### config.mk
export PLATFORM = sky130hd
export DESIGN_NAME = alu_scheduler_flat
export DESIGN_NICKNAME = d
export VERILOG_FILES = /design/src/rtl/alu_pkg.sv /design/src/rtl/alu_scheduler_if.sv /design/src/rtl/iter_muldiv.sv /design/src/rtl/alu_scheduler.sv /design/src/flat_wrapper.sv
export SDC_FILE = /design/constraint.sdc
export NUM_CORES = 1
export LEC_CHECK = 0
export BUFFER_PORTS_ARGS = -buffer_cell sky130_fd_sc_hd__buf_2
export CAP_MARGIN = 30
export CORE_MARGIN = 2
export CORE_UTILIZATION = 51
export CTS_BUF_LIST = sky130_fd_sc_hd__clkbuf_16
export CTS_CLUSTER_SIZE = 30
export DETAILED_ROUTE_END_ITERATION = 7
export GPL_ROUTABILITY_DRIVEN = 0
export GPL_TIMING_DRIVEN = 0
export PLACE_DENSITY = 0.8
export RECOVER_POWER = 25
export SKIP_LAST_GASP = 1
export SLEW_MARGIN = 5
export SYNTH_ARGS = -nofsm -noshare
export SYNTH_HDL_FRONTEND = slang
export SYNTH_SLANG_ARGS = --single-unit
### constraint.sdc
create_clock -name clk -period 4.8 [get_ports clk]
set_input_delay 0.96 -clock clk [delete_from_list [all_inputs] [get_ports clk]]
set_output_delay 0.96 -clock clk [all_outputs]
set_load 0.1 [all_outputs]
### src/rtl/alu_pkg.sv
// rtl/alu_pkg.sv - shared opcode, state and width definitions for the ALU scheduler
package alu_pkg;

  localparam int DATA_W_DEF = 16;
  localparam int RES_W_DEF  = 32;

  localparam logic [3:0] OP_ADD  = 4'd0;
  localparam logic [3:0] OP_SUB  = 4'd1;
  localparam logic [3:0] OP_MUL  = 4'd2;
  localparam logic [3:0] OP_DIV  = 4'd3;
  localparam logic [3:0] OP_AND  = 4'd4;
  localparam logic [3:0] OP_OR   = 4'd5;
  localparam logic [3:0] OP_XOR  = 4'd6;
  localparam logic [3:0] OP_LLS  = 4'd7;
  localparam logic [3:0] OP_LRS  = 4'd8;
  localparam logic [3:0] OP_INC  = 4'd9;
  localparam logic [3:0] OP_DEC  = 4'd10;
  localparam logic [3:0] OP_LAST = 4'd10;

  typedef enum logic [2:0] {
    ST_IDLE = 3'd0,
    ST_EXEC = 3'd1,
    ST_CAPT = 3'd2,
    ST_ITER = 3'd3,
    ST_FIX  = 3'd4,
    ST_RESP = 3'd5
  } state_e;

endpackage

### src/rtl/alu_scheduler_if.sv
// rtl/alu_scheduler_if.sv - request, ALU and response signal bundle for the scheduler
interface alu_scheduler_if
  import alu_pkg::*;
#(
  parameter int DATA_W = DATA_W_DEF,
  parameter int RES_W  = RES_W_DEF
);

  logic              req0_valid;
  logic              req0_ready;
  logic [3:0]        req0_opcode;
  logic [DATA_W-1:0] req0_a;
  logic [DATA_W-1:0] req0_b;

  logic              req1_valid;
  logic              req1_ready;
  logic [3:0]        req1_opcode;
  logic [DATA_W-1:0] req1_a;
  logic [DATA_W-1:0] req1_b;

  logic [DATA_W-1:0] alu_a;
  logic [DATA_W-1:0] alu_b;
  logic [3:0]        alu_opcode;
  logic [RES_W-1:0]  alu_result;

  logic              rsp_valid;
  logic              rsp_ready;
  logic              rsp_id;
  logic [RES_W-1:0]  rsp_result;
  logic              rsp_error;
  logic              busy;

  modport slave (
    input  req0_valid, req0_opcode, req0_a, req0_b,
    input  req1_valid, req1_opcode, req1_a, req1_b,
    input  alu_result, rsp_ready,
    output req0_ready, req1_ready,
    output alu_a, alu_b, alu_opcode,
    output rsp_valid, rsp_id, rsp_result, rsp_error, busy
  );

  modport master (
    output req0_valid, req0_opcode, req0_a, req0_b,
    output req1_valid, req1_opcode, req1_a, req1_b,
    output alu_result, rsp_ready,
    input  req0_ready, req1_ready,
    input  alu_a, alu_b, alu_opcode,
    input  rsp_valid, rsp_id, rsp_result, rsp_error, busy
  );

endinterface

### src/rtl/iter_muldiv.sv
// rtl/iter_muldiv.sv - iterative signed multiply / restoring divide on operand magnitudes
module iter_muldiv #(
  parameter int DATA_W = 16,
  parameter int RES_W  = 32,
  parameter int ITERS  = 16
) (
  input  logic              clk,
  input  logic              reset,
  input  logic              start,
  input  logic              is_div,
  input  logic [DATA_W-1:0] a,
  input  logic [DATA_W-1:0] b,
  output logic              done,
  output logic [RES_W-1:0]  result
);

  localparam int CNT_W = $clog2(ITERS);

  logic                running;
  logic                div_mode;
  logic                neg;
  logic [CNT_W-1:0]    cnt;
  logic [DATA_W-1:0]   hi;
  logic [DATA_W-1:0]   lo;
  logic [DATA_W-1:0]   m;
  logic [DATA_W-1:0]   mag_a;
  logic [DATA_W-1:0]   mag_b;
  logic [DATA_W:0]     add_sum;
  logic [DATA_W:0]     shifted;
  logic [DATA_W:0]     diff;
  logic [2*DATA_W-1:0] mag_prod;
  logic [2*DATA_W-1:0] prod;
  logic [DATA_W-1:0]   quot;

  // Magnitudes are unsigned, so the most negative operand still fits in DATA_W bits.
  assign mag_a = a[DATA_W-1] ? -a : a;
  assign mag_b = b[DATA_W-1] ? -b : b;

  // MUL: hi:lo is the partial product, multiplier bits shift out of lo.
  assign add_sum = {1'b0, hi} + (lo[0] ? {1'b0, m} : '0);
  // DIV: hi is the partial remainder, dividend bits shift out of lo and quotient bits in.
  assign shifted = {hi, lo[DATA_W-1]};
  assign diff    = shifted - {1'b0, m};

  // High during the last step; the following cycle holds the final magnitude.
  assign done = running && (cnt == CNT_W'(ITERS - 1));

  // Sign fix-up; the quotient is truncated to DATA_W bits then sign-extended.
  assign mag_prod = {hi, lo};
  assign prod     = neg ? -mag_prod : mag_prod;
  assign quot     = neg ? -lo : lo;
  assign result   = div_mode ? RES_W'({{DATA_W{quot[DATA_W-1]}}, quot}) : RES_W'(prod);

  // Load magnitudes on start, then one shift-add or restoring-subtract step per cycle.
  always_ff @(posedge clk) begin
    if (reset) begin
      running  <= 1'b0;
      div_mode <= 1'b0;
      neg      <= 1'b0;
      cnt      <= '0;
      hi       <= '0;
      lo       <= '0;
      m        <= '0;
    end else if (start) begin
      running  <= 1'b1;
      div_mode <= is_div;
      neg      <= a[DATA_W-1] ^ b[DATA_W-1];
      cnt      <= '0;
      hi       <= '0;
      lo       <= mag_a;
      m        <= mag_b;
    end else if (running) begin
      cnt <= cnt + CNT_W'(1);
      if (done) begin
        running <= 1'b0;
      end
      if (div_mode) begin
        hi <= diff[DATA_W] ? shifted[DATA_W-1:0] : diff[DATA_W-1:0];
        lo <= {lo[DATA_W-2:0], ~diff[DATA_W]};
      end else begin
        hi <= add_sum[DATA_W:1];
        lo <= {add_sum[0], lo[DATA_W-1:1]};
      end
    end
  end

endmodule

### src/rtl/alu_scheduler.sv
// rtl/alu_scheduler.sv - round-robin two-port sequencer for the shared ALU and MUL/DIV unit
module alu_scheduler
  import alu_pkg::*;
#(
  parameter int DATA_W = DATA_W_DEF,
  parameter int RES_W  = RES_W_DEF,
  parameter int ITERS  = DATA_W_DEF
) (
  input  logic           clk,
  input  logic           reset,
  alu_scheduler_if.slave bus
);

  state_e            state;
  logic              ptr;
  logic              idle;
  logic              grant0;
  logic              grant1;
  logic              accept;
  logic              sel;
  logic [3:0]        in_op;
  logic [DATA_W-1:0] in_a;
  logic [DATA_W-1:0] in_b;
  logic              bad_op;
  logic              div_zero;
  logic              is_muldiv;
  logic              md_start;
  logic              md_done;
  logic [RES_W-1:0]  md_result;

  // ptr=0 favours req0 on a tie, ptr=1 favours req1; reset masks ready so it wins over a handshake.
  assign idle           = (state == ST_IDLE) && !reset;
  assign grant0         = bus.req0_valid && (!ptr || !bus.req1_valid);
  assign grant1         = bus.req1_valid && (ptr || !bus.req0_valid);
  assign bus.req0_ready = idle && grant0;
  assign bus.req1_ready = idle && grant1;
  assign accept         = bus.req0_ready || bus.req1_ready;
  assign sel            = bus.req1_ready;

  assign in_op     = sel ? bus.req1_opcode : bus.req0_opcode;
  assign in_a      = sel ? bus.req1_a : bus.req0_a;
  assign in_b      = sel ? bus.req1_b : bus.req0_b;
  assign bad_op    = in_op > OP_LAST;
  assign div_zero  = (in_op == OP_DIV) && (in_b == '0);
  assign is_muldiv = (in_op == OP_MUL) || (in_op == OP_DIV);
  assign md_start  = accept && is_muldiv && !div_zero;

  assign bus.rsp_valid = (state == ST_RESP);
  assign bus.busy      = (state != ST_IDLE);

  iter_muldiv #(
    .DATA_W (DATA_W),
    .RES_W  (RES_W),
    .ITERS  (ITERS)
  ) u_muldiv (
    .clk    (clk),
    .reset  (reset),
    .start  (md_start),
    .is_div (in_op == OP_DIV),
    .a      (in_a),
    .b      (in_b),
    .done   (md_done),
    .result (md_result)
  );

  // Sequencer: accept and route in IDLE, then collect the result and hold it until consumed.
  always_ff @(posedge clk) begin
    if (reset) begin
      state          <= ST_IDLE;
      ptr            <= 1'b0;
      bus.alu_a      <= '0;
      bus.alu_b      <= '0;
      bus.alu_opcode <= '0;
      bus.rsp_id     <= 1'b0;
      bus.rsp_result <= '0;
      bus.rsp_error  <= 1'b0;
    end else begin
      case (state)
        ST_IDLE: begin
          if (accept) begin
            ptr            <= ~sel;
            bus.alu_a      <= in_a;
            bus.alu_b      <= in_b;
            bus.alu_opcode <= in_op;
            bus.rsp_id     <= sel;
            if (bad_op || div_zero) begin
              bus.rsp_result <= '0;
              bus.rsp_error  <= 1'b1;
              state          <= ST_RESP;
            end else if (is_muldiv) begin
              state <= ST_ITER;
            end else begin
              state <= ST_EXEC;
            end
          end
        end
        ST_EXEC: state <= ST_CAPT;
        ST_CAPT: begin
          bus.rsp_result <= bus.alu_result;
          bus.rsp_error  <= 1'b0;
          state          <= ST_RESP;
        end
        ST_ITER: begin
          if (md_done) begin
            state <= ST_FIX;
          end
        end
        ST_FIX: begin
          bus.rsp_result <= md_result;
          bus.rsp_error  <= 1'b0;
          state          <= ST_RESP;
        end
        ST_RESP: begin
          if (bus.rsp_ready) begin
            state <= ST_IDLE;
          end
        end
        default: state <= ST_IDLE;
      endcase
    end
  end

endmodule

### src/flat_wrapper.sv
// flat-port wrapper written by rule: the top's interface ports become plain ports
module alu_scheduler_flat import alu_pkg::*;
#(
  parameter int DATA_W = DATA_W_DEF,
  parameter int RES_W  = RES_W_DEF,
  parameter int ITERS  = DATA_W_DEF
)
  (clk, reset, bus_req0_valid, bus_req0_opcode, bus_req0_a, bus_req0_b, bus_req1_valid, bus_req1_opcode, bus_req1_a, bus_req1_b, bus_alu_result, bus_rsp_ready, bus_req0_ready, bus_req1_ready, bus_alu_a, bus_alu_b, bus_alu_opcode, bus_rsp_valid, bus_rsp_id, bus_rsp_result, bus_rsp_error, bus_busy);
  alu_scheduler_if #(.DATA_W(DATA_W), .RES_W(RES_W)) bus_i ();
  input  logic clk;
  input  logic reset;
  input wire logic [$bits(bus_i.req0_valid)-1:0] bus_req0_valid;
  input wire logic [$bits(bus_i.req0_opcode)-1:0] bus_req0_opcode;
  input wire logic [$bits(bus_i.req0_a)-1:0] bus_req0_a;
  input wire logic [$bits(bus_i.req0_b)-1:0] bus_req0_b;
  input wire logic [$bits(bus_i.req1_valid)-1:0] bus_req1_valid;
  input wire logic [$bits(bus_i.req1_opcode)-1:0] bus_req1_opcode;
  input wire logic [$bits(bus_i.req1_a)-1:0] bus_req1_a;
  input wire logic [$bits(bus_i.req1_b)-1:0] bus_req1_b;
  input wire logic [$bits(bus_i.alu_result)-1:0] bus_alu_result;
  input wire logic [$bits(bus_i.rsp_ready)-1:0] bus_rsp_ready;
  output wire logic [$bits(bus_i.req0_ready)-1:0] bus_req0_ready;
  output wire logic [$bits(bus_i.req1_ready)-1:0] bus_req1_ready;
  output wire logic [$bits(bus_i.alu_a)-1:0] bus_alu_a;
  output wire logic [$bits(bus_i.alu_b)-1:0] bus_alu_b;
  output wire logic [$bits(bus_i.alu_opcode)-1:0] bus_alu_opcode;
  output wire logic [$bits(bus_i.rsp_valid)-1:0] bus_rsp_valid;
  output wire logic [$bits(bus_i.rsp_id)-1:0] bus_rsp_id;
  output wire logic [$bits(bus_i.rsp_result)-1:0] bus_rsp_result;
  output wire logic [$bits(bus_i.rsp_error)-1:0] bus_rsp_error;
  output wire logic [$bits(bus_i.busy)-1:0] bus_busy;
  assign bus_i.req0_valid = bus_req0_valid;
  assign bus_i.req0_opcode = bus_req0_opcode;
  assign bus_i.req0_a = bus_req0_a;
  assign bus_i.req0_b = bus_req0_b;
  assign bus_i.req1_valid = bus_req1_valid;
  assign bus_i.req1_opcode = bus_req1_opcode;
  assign bus_i.req1_a = bus_req1_a;
  assign bus_i.req1_b = bus_req1_b;
  assign bus_i.alu_result = bus_alu_result;
  assign bus_i.rsp_ready = bus_rsp_ready;
  assign bus_req0_ready = bus_i.req0_ready;
  assign bus_req1_ready = bus_i.req1_ready;
  assign bus_alu_a = bus_i.alu_a;
  assign bus_alu_b = bus_i.alu_b;
  assign bus_alu_opcode = bus_i.alu_opcode;
  assign bus_rsp_valid = bus_i.rsp_valid;
  assign bus_rsp_id = bus_i.rsp_id;
  assign bus_rsp_result = bus_i.rsp_result;
  assign bus_rsp_error = bus_i.rsp_error;
  assign bus_busy = bus_i.busy;
  alu_scheduler #(.DATA_W(DATA_W), .RES_W(RES_W), .ITERS(ITERS)) u_core (.clk(clk), .reset(reset), .bus(bus_i));
endmodule
==> results of run 1 <==
worst min-delay path by stage:
stage                            end                   from  cells past startpoint
2_1_floorplan  u_core.u_muldiv.m[10]  u_core.u_muldiv.m[10]                      2
3_3_place_gp    u_core.u_muldiv.m[8]   u_core.u_muldiv.m[8]                      2
3_5_place_dp   u_core.u_muldiv.m[10]  u_core.u_muldiv.m[10]                      2
4_1_cts        u_core.u_muldiv.m[10]  u_core.u_muldiv.m[10]                      2
5_1_grt         u_core.u_muldiv.m[8]   u_core.u_muldiv.m[8]                      2
6_report       u_core.u_muldiv.m[10]  u_core.u_muldiv.m[10]                      2
cell type report:
type	instances	area, um2
clock buffer	17	425
timing repair buffer	183	858
clock inverter	15	159
multi-input combinational	879	5980
inverter	32	120
tap	225	282
sequential	129	2580
buffer	77	328
fill	1542	6500
kinds of logic after synthesis:
group,share of synthesized area
and+or+nand+nor,0.197
AOI/OAI and AO/OA,0.254
DFF,0.289
buffers and inverters,0.0488
xor gates and xnor gates,0.0803
muxes,0.0765
adders and majority gates,0.0548
cells in the final DEF (no fill, tap or decap), types with 5 or more instances in the layout:
cell type and instances:
a211oi_1 44, a21boi_0 12, a21o_1 8, a21oi_1 75, a221o_1 17, a222oi_1 14
a31oi_1 14, and2_1 6, and3_1 7, buf_1 5, buf_2 143, clkbuf_1 102
clkbuf_16 17, clkinvlp_4 5, dfxtp_1 129, ha_1 35, inv_1 32, mux2_2 11
mux2i_1 53, nand2_1 83, nand2b_1 11, nand3_1 18, nand4_1 7, nor2_1 142
nor3_1 27, nor3b_1 5, nor4_1 13, o211ai_1 17, o21a_1 10, o21ai_0 46
o31ai_1 14, o41ai_1 6, or2_2 5, or3_1 12, or4_1 8, xnor2_1 51
xor2_1 31
power by group:
group | switching, mW | internal, mW | leakage (nW)
clock | 0.517 | 0.768 | 0.274
sequential | 0.0694 | 1.17 | 1.05
combinational | 1.17 | 0.425 | 3.08
total | 1.76 | 2.36 | 4.41
per-layer routing:
layer  part of all wire  vias to the layer above  wire, um
met5                  0                        -         0
li1                   -                     4530         -
met2               0.45                      518     12700
met4              0.023                        0       654
met3               0.10                       53      2820
met1               0.43                     4415     12000
worst max-delay path: cells and delay by family:
kind / cells / cell delay [ns]
adder cells (fa/ha/maj): 1 / 0.25
AND/OR/NAND/NOR: 5 / 1.11
buffers and inverters: 6 / 1.13
multiplexers: 2 / 0.52
AO/OA/AOI/OAI: 4 / 0.90
flip-flops by register name, indices dropped and copies added (netlist names):
name,cells
u_core.u_muldiv.neg,1
u_core.u_muldiv.div_mode,1
u_core.bus.rsp_result,32
u_core.u_muldiv.running,1
u_core.bus.alu_a,16
u_core.ptr,1
u_core.bus.rsp_id,1
u_core.bus.alu_b,16
u_core.bus.rsp_error,1
u_core.bus.alu_opcode,4
u_core.u_muldiv.hi,16
u_core.u_muldiv.cnt,4
u_core.u_muldiv.m,16
u_core.u_muldiv.lo,16
u_core.state,3
timing repair:
action | CTS | global route
pin swaps | 2 | 2
buffers inserted | 1 | 0
endpoints found under the setup margin | 90 | 53
cloned | 0 | 0
resized for setup | 11 | 8
==> flow_metrics.env, run 1 <==
export IMPL_maxSlewHeadroom=0.200
export IMPL_wl_per_cell_um=18.1
export IMPL_start_util=0.519
export IMPL_avgViaCountPerCell=6.11
export IMPL_dpl_worst_slack_ns=-1.34
export IMPL_synth_seq_cells=129
export IMPL_drc_errors=0
export IMPL_drt_total_wl_mm=28.2
export IMPL_drt_iter0_drc=862
export IMPL_arrival_ns=4.91
export IMPL_rows=48
export IMPL_r2r_slack_ns=0.41
export IMPL_p_leak_nw=4.41
export IMPL_worstReg2RegEnd="u_core.bus.rsp_result[27]"
export IMPL_h_tree_depth=4
export IMPL_endpoint="u_core.bus.rsp_result[27]"
export IMPL_gr_usage_met2=0.479
export IMPL_syn_inst=1118
export IMPL_max_freq_ghz=0.217
export IMPL_start_kind="primary input"
export IMPL_grt_pass1_vias=8978
export IMPL_yosysSeqAreaShare=0.289
export IMPL_io_pins=183
export IMPL_gr_usage_met3=0.0746
export IMPL_final_cells=1557
export IMPL_setup_tns_ns=0
export IMPL_grt_antenna_before_repair=0
export IMPL_top_usage_layer="met2"
export IMPL_grt_setup_unrepaired="no"
export IMPL_cp_end_kind="flip-flop"
export IMPL_cp_slowest_stage_delay_ns=0.31
export IMPL_async_flop_share=0
export IMPL_peakVddDrop_mv=0.294
export IMPL_postCtsHoldBufs=0
export IMPL_whs_ns=0.452
export IMPL_die_w_um=136
export IMPL_p_total_mw=4.12
export IMPL_setup_ws_ns=0.196
export IMPL_clk_latency_ns=0.43
export IMPL_nets=1466
export IMPL_synth_top_area_share=0.289
export IMPL_stdcell_area_um2=10700
export IMPL_numCtsBuffers=17
export IMPL_slowest_stage="nor4_4"
export IMPL_crit_path_max_fanout=10
export IMPL_path_clk_slew_ns=0.06
export IMPL_dp_cells=1525
export IMPL_yosysWarnings=0
export IMPL_min_period_ns=4.60
export IMPL_die_area_um2=18600
export IMPL_r2r_worst_path_cells=18
export IMPL_dp_hpwl_mm=21.7
export IMPL_synth_enable_flop_cells=0
export IMPL_cts_max_path_buffers=2
export IMPL_vias=9516
export IMPL_setup_viol=0
export IMPL_postSynthNetCount=1265
export IMPL_ant_nets=0
export IMPL_drive_above_1_share=0.166
export IMPL_final_setup_skew_ns=0.00783
export IMPL_fp_dieH_um=136
export IMPL_cp_required_ns=5.10
export IMPL_gr_usage_met1=0.396
export IMPL_fin_util=0.623
export IMPL_synth_area_leaders="dfxtp_1 (29%), mux2i_1 (6.3%), nor2_1 (6.0%)"
export IMPL_cts_sinks=129
export IMPL_min_path_type="reg2reg"
export IMPL_synth_flop_cell="dfxtp_1"
export IMPL_syn_cell_area_um2=8950
export IMPL_coreArea_um2=17200
export IMPL_slew_viol_final=0
export IMPL_worst_pin_slew_ns=1.21
export IMPL_area_growth_pct=19.9
export IMPL_drtPass1Iterations=6
export IMPL_dpl_instance_area_um2=10100
export IMPL_cts_tree="yes"
export IMPL_synth_area_per_cell_um2=8.00
export IMPL_synth_top_area_cell="dfxtp_1"
export IMPL_io_buffers=181
export IMPL_diodes=0
export IMPL_synth_cell_types=80
export IMPL_critical_path_class="in2reg"
export IMPL_synth_most_common_cell="nor2_1"
export IMPL_r2r_start="u_core.state[2]"
export IMPL_grt_overflow=0
export IMPL_grt_max_degree=20
export IMPL_crit_start="reset"
export IMPL_fin_crit_sh=0.959
export IMPL_maxCapViolations=0
export IMPL_gr_usage_all_layers=0.301
export IMPL_cts_root_buf="clkbuf_16"
export IMPL_cp_cell_sequence="clkbuf_2 > nor4_4 > nand3_4 > inv_1 > clkbuf_4 > buf_4 > mux2i_4 > ha_2 > nor3b_1 > nand2_1 > mux2i_4 > o211ai_2 > a21boi_4 > o31ai_4 > and2_0 > buf_2 > buf_2 > a221o_1"
export IMPL_finalHoldViolations=0
export IMPL_synth_common_cells="nor2_1 (143), dfxtp_1 (129), nand2_1 (83)"
export IMPL_status="complete, no violations"
export IMPL_grt_pass1_wl_mm=44.5
export IMPL_powerDensity_nw_per_um2=384
Power figures use the tool's default switching activity.
==> inputs of run 2 (changes only) <==
Settings changed: CORE_MARGIN 2 to not set.
==> run 2 against run 1 <==
  * Register-to-register slack improved by 0.07 ns
  * Global-route usage rose by 0.98 points
  * Maximum frequency hardly changed
  * Worst setup slack got worse by 0.0026 ns
  * Sequential share of layout area about the same
  * Hold slack gained 0.0056 ns
  * Sequential cell count is the same
  * Die area decreased by 2.9%
  * Clock-buffer cell count unchanged
  * Via count fell by 0.39%
==> flow_metrics.env, run 2 (synthesis results as in run 1) <==
export IMPL_cts_sinks=129
export IMPL_p_int_mw=2.36
export IMPL_avgViaCountPerCell=6.09
export IMPL_setup_viol=0
export IMPL_p_leak_nw=4.42
export IMPL_critical_path_class="in2reg"
export IMPL_crit_buf_inv=5
export IMPL_numCtsBuffers=17
export IMPL_die_w_um=134
export IMPL_worst_pin_slew_ns=1.20
export IMPL_start_kind="primary input"
export IMPL_io_buffers=181
export IMPL_cp_end_kind="flip-flop"
export IMPL_final_cell_mix="buf_2 (144), nor2_1 (142), dfxtp_1 (129)"
export IMPL_r2r_worst_path_cells=18
export IMPL_stdcell_area_um2=10700
export IMPL_min_period_ns=4.61
export IMPL_fin_util=0.623
export IMPL_combPwrFrac=0.386
export IMPL_fin_crit_sh=0.960
export IMPL_nFillCells=1512
export IMPL_dp_hpwl_mm=21.7
export IMPL_cpLargestDelayFamily="buffers and inverters"
export IMPL_grt_max_degree=20
export IMPL_wl_per_cell_um=18.1
export IMPL_p_switching_mw=1.76
export IMPL_area_growth_pct=20.1
export IMPL_die_area_um2=18100
export IMPL_largest_register_ffs=32
export IMPL_cts_tree="yes"
export IMPL_status="complete, no violations"
export IMPL_clk_latency_ns=0.43
export IMPL_maxCapViolations=0
export IMPL_vias=9479
export IMPL_cts_root_buf="clkbuf_16"
export IMPL_grt_pass1_wl_mm=45.0
export IMPL_powerDensity_nw_per_um2=384
export IMPL_cts_max_path_buffers=2
export IMPL_largest_register="u_core.bus.rsp_result"
export IMPL_drt_iter0_drc=856
export IMPL_drt_total_wl_mm=28.1
export IMPL_grt_pass1_vias=8851
export IMPL_max_freq_ghz=0.217
export IMPL_finalHoldViolations=0
export IMPL_min_delay_path_depth=2
export IMPL_final_setup_skew_ns=0.0102
export IMPL_p_clk_frac=0.314
export IMPL_dpl_instance_area_um2=10100
export IMPL_seqPwrFrac=0.300
export IMPL_gr_usage_all_layers=0.311
export IMPL_arrival_ns=4.92
export IMPL_grt_antenna_before_repair=0
export IMPL_coreArea_um2=17200
export IMPL_final_common_cell="buf_2"
export IMPL_crit_path_max_fanout=19
export IMPL_sw_frac_of_total=0.427
export IMPL_setup_tns_ns=0
export IMPL_cp_slowest_stage_delay_ns=0.47
export IMPL_drtPass1Iterations=5
export IMPL_maxSlewHeadroom=0.202
export IMPL_peakVddDrop_mv=0.312
export IMPL_h_tree_depth=4
export IMPL_cp_cell_sequence="clkbuf_2 > nor4_4 > nand3_4 > buf_2 > buf_2 > mux2i_4 > ha_1 > nor3b_2 > nand2_1 > mux2i_4 > o211ai_2 > a21boi_4 > o31ai_4 > and2_0 > buf_2 > buf_2 > a221o_1"
export IMPL_nets=1466
export IMPL_start_util=0.519
export IMPL_io_pins=183
export IMPL_diodes=0
export IMPL_path_clk_slew_ns=0.06
export IMPL_rows=48
export IMPL_crit_path_frequent_cell="buf_2"
export IMPL_cp_depth=17
export IMPL_ant_nets=0
export IMPL_whs_ns=0.458
export IMPL_cp_required_ns=5.11
export IMPL_drive_above_1_share=0.164
export IMPL_slowest_stage="buf_2"
export IMPL_fp_dieH_um=134
export IMPL_slew_viol_final=0
export IMPL_drc_errors=0
export IMPL_min_path_type="reg2reg"
export IMPL_grt_overflow=0
run 2: power groups by stage:
stage / Sequential [mW] / Combinational (mW) / Clock (mW)
finish: 1.24 / 1.59 / 1.30
global route: 1.25 / 1.68 / 1.34
floorplan: 1.78 / 0.713 / 0
detailed placement: 1.25 / 1.57 / 0
global placement: 1.25 / 1.55 / 0
CTS: 1.23 / 1.58 / 1.30
run 2: layout make-up:
type                            instances  area [um2]  area share
Clock buffer                           17         425      0.0396
Multi-Input combinational cell        879        5990       0.558
Buffer                                 77         323      0.0300
Tap cell                              225         282      0.0262
Sequential cell                       129        2580       0.240
Clock inverter                         15         160      0.0149
Inverter                               32         120      0.0112
Timing Repair Buffer                  183         857      0.0798
run 2: path summary, 6_finish.rpt:
check	from	endpoint	slack [ns]
max	reset	u_core.bus.rsp_result[23]	0.19
min	u_core.u_muldiv.m[4]	u_core.u_muldiv.m[4]	0.46
max reg2reg	u_core.state[2]	u_core.bus.rsp_result[23]	0.48
min reg2reg	u_core.u_muldiv.m[4]	u_core.u_muldiv.m[4]	0.46
run 2: repair_timing:
| item | CTS | global route |
|---|---|---|
| buffers inserted | 1 | 0 |
| setup endpoints to repair | 90 | 56 |
| resized for setup | 10 | 9 |
| pin swaps | 2 | 2 |
| hold buffers | 0 | 0 |
run 2: stage by stage:
stage	setup WS (ns)	total power, mW	instances
after floorplan	0.00629	2.49	1118
after global placement	-1.28	2.80	1524
after detailed placement	-1.37	2.82	1525
after CTS	0.0408	4.11	1557
after global routing	-0.0116	4.27	1557
final	0.193	4.12	1557
run 2: layer usage:
| layer | GRT usage | vias up | share of wire |
|---|---|---|---|
| met3 | 0.0702 | 74 | 0.10 |
| met2 | 0.493 | 552 | 0.45 |
| met4 | 0.124 | 0 | 0.028 |
| li1 | - | 4519 | - |
| met5 | 0 | - | 0 |
| met1 | 0.408 | 4334 | 0.42 |
run 2: tightest hold or removal path, stage by stage (launching register included):
cell and delay, ns:
dfxtp_1 0.31, nand2_1 0.05, a21oi_1 0.05
